### config.mk
export PLATFORM = sky130hd
export DESIGN_NAME = register_file_flat
export DESIGN_NICKNAME = d
export VERILOG_FILES = /design/src/rtl/register_file_pkg.sv /design/src/rtl/register_file_if.sv /design/src/rtl/register_file_write_decoder.sv /design/src/rtl/register_file.sv /design/src/flat_wrapper.sv
export SDC_FILE = /design/constraint.sdc
export NUM_CORES = 1
export LEC_CHECK = 0
export CAP_MARGIN = 15
export CORE_ASPECT_RATIO = 1.4
export CORE_MARGIN = 3
export CORE_UTILIZATION = 55
export CTS_CLUSTER_DIAMETER = 200
export CTS_CLUSTER_SIZE = 14
export DETAILED_ROUTE_END_ITERATION = 7
export GPL_TIMING_DRIVEN = 0
export PLACE_DENSITY = 0.76
export RECOVER_POWER = 50
export SYNTH_ARGS = -nofsm -noshare
export SYNTH_HDL_FRONTEND = slang
export SYNTH_SLANG_ARGS = --single-unit
export TNS_END_PERCENT = 30
### constraint.sdc
create_clock -name Clk -period 2.13 [get_ports Clk]
set_input_delay 0.213 -clock Clk [delete_from_list [all_inputs] [get_ports Clk]]
set_output_delay 0.213 -clock Clk [all_outputs]
set_load 0.02 [all_outputs]
### src/rtl/register_file_pkg.sv
// Shared sizing constants and index types for the 16 x 32-bit register file.
// R15 doubles as the program counter and R14 as the link register.
package register_file_pkg;

    localparam int DATA_W   = 32;
    localparam int NUM_REGS = 16;
    localparam int IDX_W    = $clog2(NUM_REGS);
    localparam int PC_IDX   = 15;
    localparam int LR_IDX   = 14;

    typedef logic [DATA_W-1:0]   word_t;
    typedef logic [IDX_W-1:0]    reg_idx_t;
    typedef logic [NUM_REGS-1:0] reg_mask_t;

endpackage

### src/rtl/register_file_if.sv
// Bus bundle between the register file and its user: one write port,
// three read ports, and the PC / link-register side channels.
interface register_file_if;
    import register_file_pkg::*;

    word_t    PW;
    reg_idx_t RW;
    logic     load;
    reg_idx_t RA, RB, RC;
    word_t    PA, PB, PC;
    word_t    pc_in;
    logic     pc_enable;
    word_t    pc_plus_4;
    logic     BL_true;
    word_t    pc_out;

    modport master (
        output PW, RW, load, RA, RB, RC, pc_in, pc_enable, pc_plus_4, BL_true,
        input  PA, PB, PC, pc_out
    );

    modport slave (
        input  PW, RW, load, RA, RB, RC, pc_in, pc_enable, pc_plus_4, BL_true,
        output PA, PB, PC, pc_out
    );
endinterface

### src/rtl/register_file_write_decoder.sv
// Turns the write-port index and enable into a one-hot per-register enable.
module rf_write_decoder
    import register_file_pkg::*;
(
    input  reg_idx_t  rw,
    input  logic      load,
    output reg_mask_t en
);
    always_comb begin
        en = '0;
        if (load)
            en[rw] = 1'b1;
    end
endmodule

### src/rtl/register_file.sv
// 16 x 32-bit register file, three combinational read ports, one write port,
// plus dedicated PC (R15) and link (R14) update paths; the write port wins.
module register_file
    import register_file_pkg::*;
(
    input logic             Clk,
    input logic             Reset_n,
    register_file_if.slave  rf
);
    word_t     regs     [NUM_REGS];
    word_t     regs_nxt [NUM_REGS];
    reg_mask_t wr_en;

    rf_write_decoder u_dec (
        .rw   (rf.RW),
        .load (rf.load),
        .en   (wr_en)
    );

    // Priority per register: general write port, then PC/LR side channel, then hold.
    always_comb begin
        for (int i = 0; i < NUM_REGS; i++) begin
            regs_nxt[i] = regs[i];
            if (wr_en[i])
                regs_nxt[i] = rf.PW;
            else if (i == PC_IDX && rf.pc_enable)
                regs_nxt[i] = rf.pc_in;
            else if (i == LR_IDX && rf.BL_true)
                regs_nxt[i] = rf.pc_plus_4;
        end
    end

    always_ff @(posedge Clk or negedge Reset_n) begin
        if (!Reset_n) begin
            for (int i = 0; i < NUM_REGS; i++)
                regs[i] <= '0;
        end else begin
            for (int i = 0; i < NUM_REGS; i++)
                regs[i] <= regs_nxt[i];
        end
    end

    assign rf.PA     = regs[rf.RA];
    assign rf.PB     = regs[rf.RB];
    assign rf.PC     = regs[rf.RC];
    assign rf.pc_out = regs[PC_IDX];

endmodule

### src/flat_wrapper.sv
// flat-port wrapper written by rule: the top's interface ports become plain ports
module register_file_flat import register_file_pkg::*;
  (Clk, Reset_n, rf_PW, rf_RW, rf_load, rf_RA, rf_RB, rf_RC, rf_pc_in, rf_pc_enable, rf_pc_plus_4, rf_BL_true, rf_PA, rf_PB, rf_PC, rf_pc_out);
  register_file_if rf_i ();
  input logic Clk;
  input logic Reset_n;
  input wire logic [$bits(rf_i.PW)-1:0] rf_PW;
  input wire logic [$bits(rf_i.RW)-1:0] rf_RW;
  input wire logic [$bits(rf_i.load)-1:0] rf_load;
  input wire logic [$bits(rf_i.RA)-1:0] rf_RA;
  input wire logic [$bits(rf_i.RB)-1:0] rf_RB;
  input wire logic [$bits(rf_i.RC)-1:0] rf_RC;
  input wire logic [$bits(rf_i.pc_in)-1:0] rf_pc_in;
  input wire logic [$bits(rf_i.pc_enable)-1:0] rf_pc_enable;
  input wire logic [$bits(rf_i.pc_plus_4)-1:0] rf_pc_plus_4;
  input wire logic [$bits(rf_i.BL_true)-1:0] rf_BL_true;
  output wire logic [$bits(rf_i.PA)-1:0] rf_PA;
  output wire logic [$bits(rf_i.PB)-1:0] rf_PB;
  output wire logic [$bits(rf_i.PC)-1:0] rf_PC;
  output wire logic [$bits(rf_i.pc_out)-1:0] rf_pc_out;
  assign rf_i.PW = rf_PW;
  assign rf_i.RW = rf_RW;
  assign rf_i.load = rf_load;
  assign rf_i.RA = rf_RA;
  assign rf_i.RB = rf_RB;
  assign rf_i.RC = rf_RC;
  assign rf_i.pc_in = rf_pc_in;
  assign rf_i.pc_enable = rf_pc_enable;
  assign rf_i.pc_plus_4 = rf_pc_plus_4;
  assign rf_i.BL_true = rf_BL_true;
  assign rf_PA = rf_i.PA;
  assign rf_PB = rf_i.PB;
  assign rf_PC = rf_i.PC;
  assign rf_pc_out = rf_i.pc_out;
  register_file u_core (.Clk(Clk), .Reset_n(Reset_n), .rf(rf_i));
endmodule
## After elaboration in Yosys (flattened, before gate mapping)

Cells that the tools add are included.

| storage, ports and cells | value |
|---|---|
| flip-flop bits (word level) | 512 |
| bits in latches | 0 |
| RAM bits | 0 |
| bits in read-only memories | 0 |
| input port bits | 117 |
| output and inout port bits | 128 |
| word-level logic and storage cells | 43 |
| memories | 0 |

| cells by class | value |
|---|---|
| add/sub/neg operators | 0 |
| $mul | 0 |
| div/mod/pow operators | 0 |
| $lt $le $gt $ge | 5 |
| eq/ne operators | 0 |
| shift operators | 0 |
| mux-type cells | 16 |
| bitwise gates (word level) | 3 |
| reductions and logical operators | 3 |

Operator list:

| kind | number |
|---|---|
| $bmux 32 s4 | 3 |
| $mux 32 | 10 |
| $mux 16 | 1 |
| $ge 5x5->1 const B | 3 |
| $not 4->5 | 3 |
| $lt 4x5->1 const B | 1 |
| $demux 1 s4 | 1 |
| $ge 4x1->1 const B | 1 |
| $reduce_bool 2->1 | 2 |
| $logic_and 1x1->1 | 1 |
| $mux 1 | 1 |

## Depth between registers and ports, before layout

| depth | value |
|---|---|
| depth after elaboration | 6 |
| mapped depth | 5 |
| mapped depth without buffers | 3 |

## By module

Synthesis repeated with hierarchy kept, for this count alone.

| second synthesis, totals | value |
|---|---|
| cell total of the unflattened synthesis | 2130 |
| area total of the unflattened synthesis | 30967.2 um2 |

By module, submodules not included:

| module | times used | cells each | area each (um2) | sequential area each (um2) |
|---|---|---|---|---|
| register_file | 1 | 2107 | 30849.6 | 12812.3 |
| rf_write_decoder | 1 | 23 | 117.6 | 0.0 |

## Worst setup path before layout

No wires, ideal clock.

| timing | value |
|---|---|
| kind | input to output |
| start point | input port rf_RA[0] |
| end point | output port rf_PA[10] |
| arrival | 1.607 ns |
| required time | 1.917 ns |
| setup slack | 0.310 ns |
| cell stages on the path | 5 |
| path buffers | 2 |
| path through | clkbuf_1 -> buf_2 -> mux4_2 -> a22oi_1 -> nand2_1 |

| between the ends | value |
|---|---|
| longest elaborated chain between the ends | 4 |

RTL lines:

| item | RTL line | RTL |
|---|---|---|
| start, declared | flat_wrapper.sv:10 | `input wire logic [$bits(rf_i.RA)-1:0] rf_RA;` |
| $not 4->5 (not written as such) | register_file.sv:43 | `assign rf.PA = regs[rf.RA];` |
| $bmux 32 s4 | register_file.sv:43 |  |
| $mux 32 (not written as such) (2 in series) | register_file.sv:43 |  |
| end, declared | flat_wrapper.sv:17 | `output wire logic [$bits(rf_i.PA)-1:0] rf_PA;` |

Every way passes these cells. The select of a mux whose other input is x is not followed.

## Worst setup path in the final report

| timing | value |
|---|---|
| start point | register u_core.regs[390] (netlist bit) |
| end point | output port rf_PB[6] |

| between the ends | value |
|---|---|
| longest elaborated chain between the ends | 3 |

RTL lines:

| item | RTL line | RTL |
|---|---|---|
| start, declared | register_file.sv:10 | `word_t regs [NUM_REGS];` |
| start signal, assigned by index | register_file.sv:39 | `regs[i] <= regs_nxt[i];` |
| $bmux 32 s4 | register_file.sv:44 | `assign rf.PB = regs[rf.RB];` |
| $mux 32 (not written as such) (2 in series) | register_file.sv:44 |  |
| end, declared | flat_wrapper.sv:18 | `output wire logic [$bits(rf_i.PB)-1:0] rf_PB;` |

Every way passes these cells. The select of a mux whose other input is x is not followed.

==> impl_metrics.csv <==
group,metric,value,unit
status,status,"finished, violations left",
status,violations,"negative hold slack, negative setup slack",
synthesis,synthSimpleGateAreaFrac,1.78,%
timing,drv_slew,0,
critical_path,slowest_stage,"mux4_2",
cts,cts_tree,"done",
floorplanning,coreArea,55800,um^2
grt,grt_util_all_layers,38.9,%
power_and_ir_drop,vdd_drop_max,716,uV
synthesis,synthDistinctLibCells,19,
critical_path,reg2reg_depth,4,
synthesis,synthMuxAreaShare,48.5,%
critical_path,max_stage_delay,0.50,ns
critical_path,crit_end,"rf_PB[6]",
timing,fin_worst_skew,0,ns
power_and_ir_drop,p_per_area,870,nW/um^2
critical_path,crit_type,"reg2out",
synthesis,synth_compound_area_share,4.62,%
power_and_ir_drop,p_total,32200,uW
critical_path,crit_path_cell_trace,"mux4_2 -> a22oi_2 -> nand2_2 -> buf_6",
layout,syn_to_final_growth,18.7,%
layout,final_common_cell,"mux2_2",
layout,final_cell_mix,"mux2_2 (553), dfrtp_1 (507), mux4_2 (384), a22oi_2 (147), clkdlybuf4s50_1 (132)",
cts,clock_latency,0.59,ns
critical_path,crit_path_max_fanout,4,
min_path,hold_path_class,"in2async",
layout,fillers,3911,
route,dr.pass1.iters,5,
synthesis,postSynthCellCount,2051,
synthesis,syn-num-nets,2168,
grt,antenna_found_initial,1,
floorplanning,die_w,207,um
grt,grt_overflow,0,
route,vias,23388,
timing,rsz0062_at_grt,"true",
route,drc,0,
route,ant_nets,0,
route,postRouteWirelength,117,mm
placed_design,dp_hpwl,78.3,mm
floorplanning,rows,102,
critical_path,start_kind,"flop",
synthesis,synth_top_family_by_area,"multiplexers",
timing,relSlewSlack,19.2,%
route,wl_per_cell,38.0,um
power_and_ir_drop,p_leak,0.0149,uW
cts,clock-sinks,512,
timing,final-setup-viol-count,111,
synthesis,syn_avg_cell_area,15.2,um^2
placed_design,dp.cells,3024,
synthesis,synthAdderAreaFrac,0,%
route,vias_per_cell,7.59,
timing,max_freq,443,MHz
route,first_iter_violations,2474,
synthesis,syn_area,31200,um^2
placed_design,port_buffers,236,
cts,clockBufferDepth,3,
critical_path,cp-startpoint,"u_core.regs[390]",
timing,hold_ws,-0.398,ns
grt,grt_max_degree,118,
floorplanning,io_pins,245,
synthesis,ys_seq_elements,512,
critical_path,cp-end-kind,"output port",
cts,cts-root-buf,"clkbuf_16",
floorplanning,fp.dieH,288,um
layout,fin_nets,2466,
timing,setup_tns,-5.85,ns
critical_path,r2r_slack,0.80,ns
synthesis,synth_top_area_share,41.1,%
synthesis,synthTopCellsByArea,"dfrtp_1 (41%), mux4_2 (28%), mux2_2 (20%), a22oi_1 (4.6%), clkbuf_1 (1.4%)",
synthesis,yosysSeqAreaShare,41.1,%
timing,setup_slack,-0.128,ns
timing,finalCritPeriodShare,106,%
critical_path,critPathRequiredTime,1.92,ns
job,drv_cap,0,
grt,grt_pass1_wl,167,mm
critical_path,reg2reg_to,"u_core.rf.pc_out[5]",
synthesis,yosysWarningCount,0,
placed_design,place_congestion,0.947,
floorplanning,die_area,59600,um^2
floorplanning,start_util,55.9,%
grt,grt_pass1_vias,24580,
layout,drive_gt1_share,64.0,%
timing,hold_violations,96,
synthesis,synth_xor_area_share,0,%
timing,fin_crit,2.26,ns
critical_path,r2r-start,"u_core.rf.pc_out[5]",
timing,worstMarginPinSlew,1.21,ns
cts,clk_pin_slew,0.07,ns
layout,final_cell_count_no_fill,3081,
synthesis,yosys.area.top_type,"dfrtp_1",
critical_path,worstPathArrival,2.04,ns
layout,final_util,66.4,%
cts,cts_max_level,2,
cts,cts_buffers,42,
## report_power, final
part,switching (uW),total (uW),internal (uW)
logic,4640,10800,6200
clock network,3670,7390,3720
registers,2130,14000,11900
## through the flow
stage                     instance area [um^2]  worst slack (ns)  hold WS [ns]
after floorplan                          31200             0.310       -0.0826
after detailed placement                 34700             -1.30         0.301
final                                    37000            -0.128        -0.398
after global routing                     37000            -0.150        -0.319
after global placement                   34500            -21.69         0.505
after CTS                                36700            -0.128        -0.325
## area by class of cell
class                           count  area, um^2  share of cell area, %
Clock inverter                      1        8.76                 0.0237
Multi-Input combinational cell   1284       18000                   48.6
Clock buffer                       45        1130                   3.04
Sequential cell                   512       12800                   34.6
Antenna cell                        2        5.00                 0.0135
Timing Repair Buffer              257        2470                   6.67
Buffer                            252        1700                   4.59
Tap cell                          728         911                   2.46
## cells in the mapped netlist
master / number
a22oi_1: 192
buf_2: 80
nand3b_1: 2
nand2b_1: 5
buf_4: 38
nand3_1: 1
dfrtp_1: 512
buf_6: 6
mux2_2: 553
nor2_1: 13
or3_1: 2
clkbuf_1: 116
nor2b_1: 7
buf_1: 15
nor3b_2: 1
mux2_1: 23
nand2_1: 98
and2_1: 3
mux4_2: 384
## critical path, delay by kind of cell (launching register included)
kind	cells	cell delay, ns
AO/OA/AOI/OAI	1	0.29
AND/OR/NAND/NOR	1	0.10
flip-flops	1	0.42
multiplexers	1	0.50
buffers and inverters	1	0.15
## flip-flops by register name, summed over array words and instances, names as in the netlist
name	cells
u_core.regs	480
u_core.rf.pc_out	32
## per-layer routing
| metal | routed length [um] | vias to the layer above | GRT usage, % |
|---|---|---|---|
| met3 | 14500 | 540 | 13.1 |
| li1 | - | 8726 | - |
| met2 | 53400 | 1899 | 59.1 |
| met4 | 10600 | 0 | 28.8 |
| met5 | 0 | - | 0 |
| met1 | 38600 | 12223 | 46.3 |
## worst min path at each step
stage | startpoint | end | slack [ns] | depth (start not counted)
final | Reset_n | u_core.regs[119] | -0.40 | 1
after global placement | u_core.regs[436] | u_core.regs[436] | 0.51 | 1
after detailed placement | Reset_n | u_core.regs[55] | 0.30 | 1
after floorplan | Reset_n | u_core.regs[100] | -0.08 | 0
after CTS | Reset_n | u_core.regs[55] | -0.33 | 1
after global routing | Reset_n | u_core.regs[119] | -0.32 | 1
## cell families after synthesis
family / count (synthesis)
multiplexers: 960
AO/OA/AOI/OAI: 192
flip-flops: 512
buffers and inverters: 255
AND/OR/NAND/NOR: 132
## timing repair
| item | CTS | global route |
|---|---|---|
| pin swaps | 114 | 55 |
| endpoints found under the hold margin | 96 | 96 |
| setup buffers | 9 | 3 |
| gates resized for setup | 785 | 129 |
| setup endpoints to repair | 96 | 126 |
Note: power is estimated with default switching activity, not from simulation.
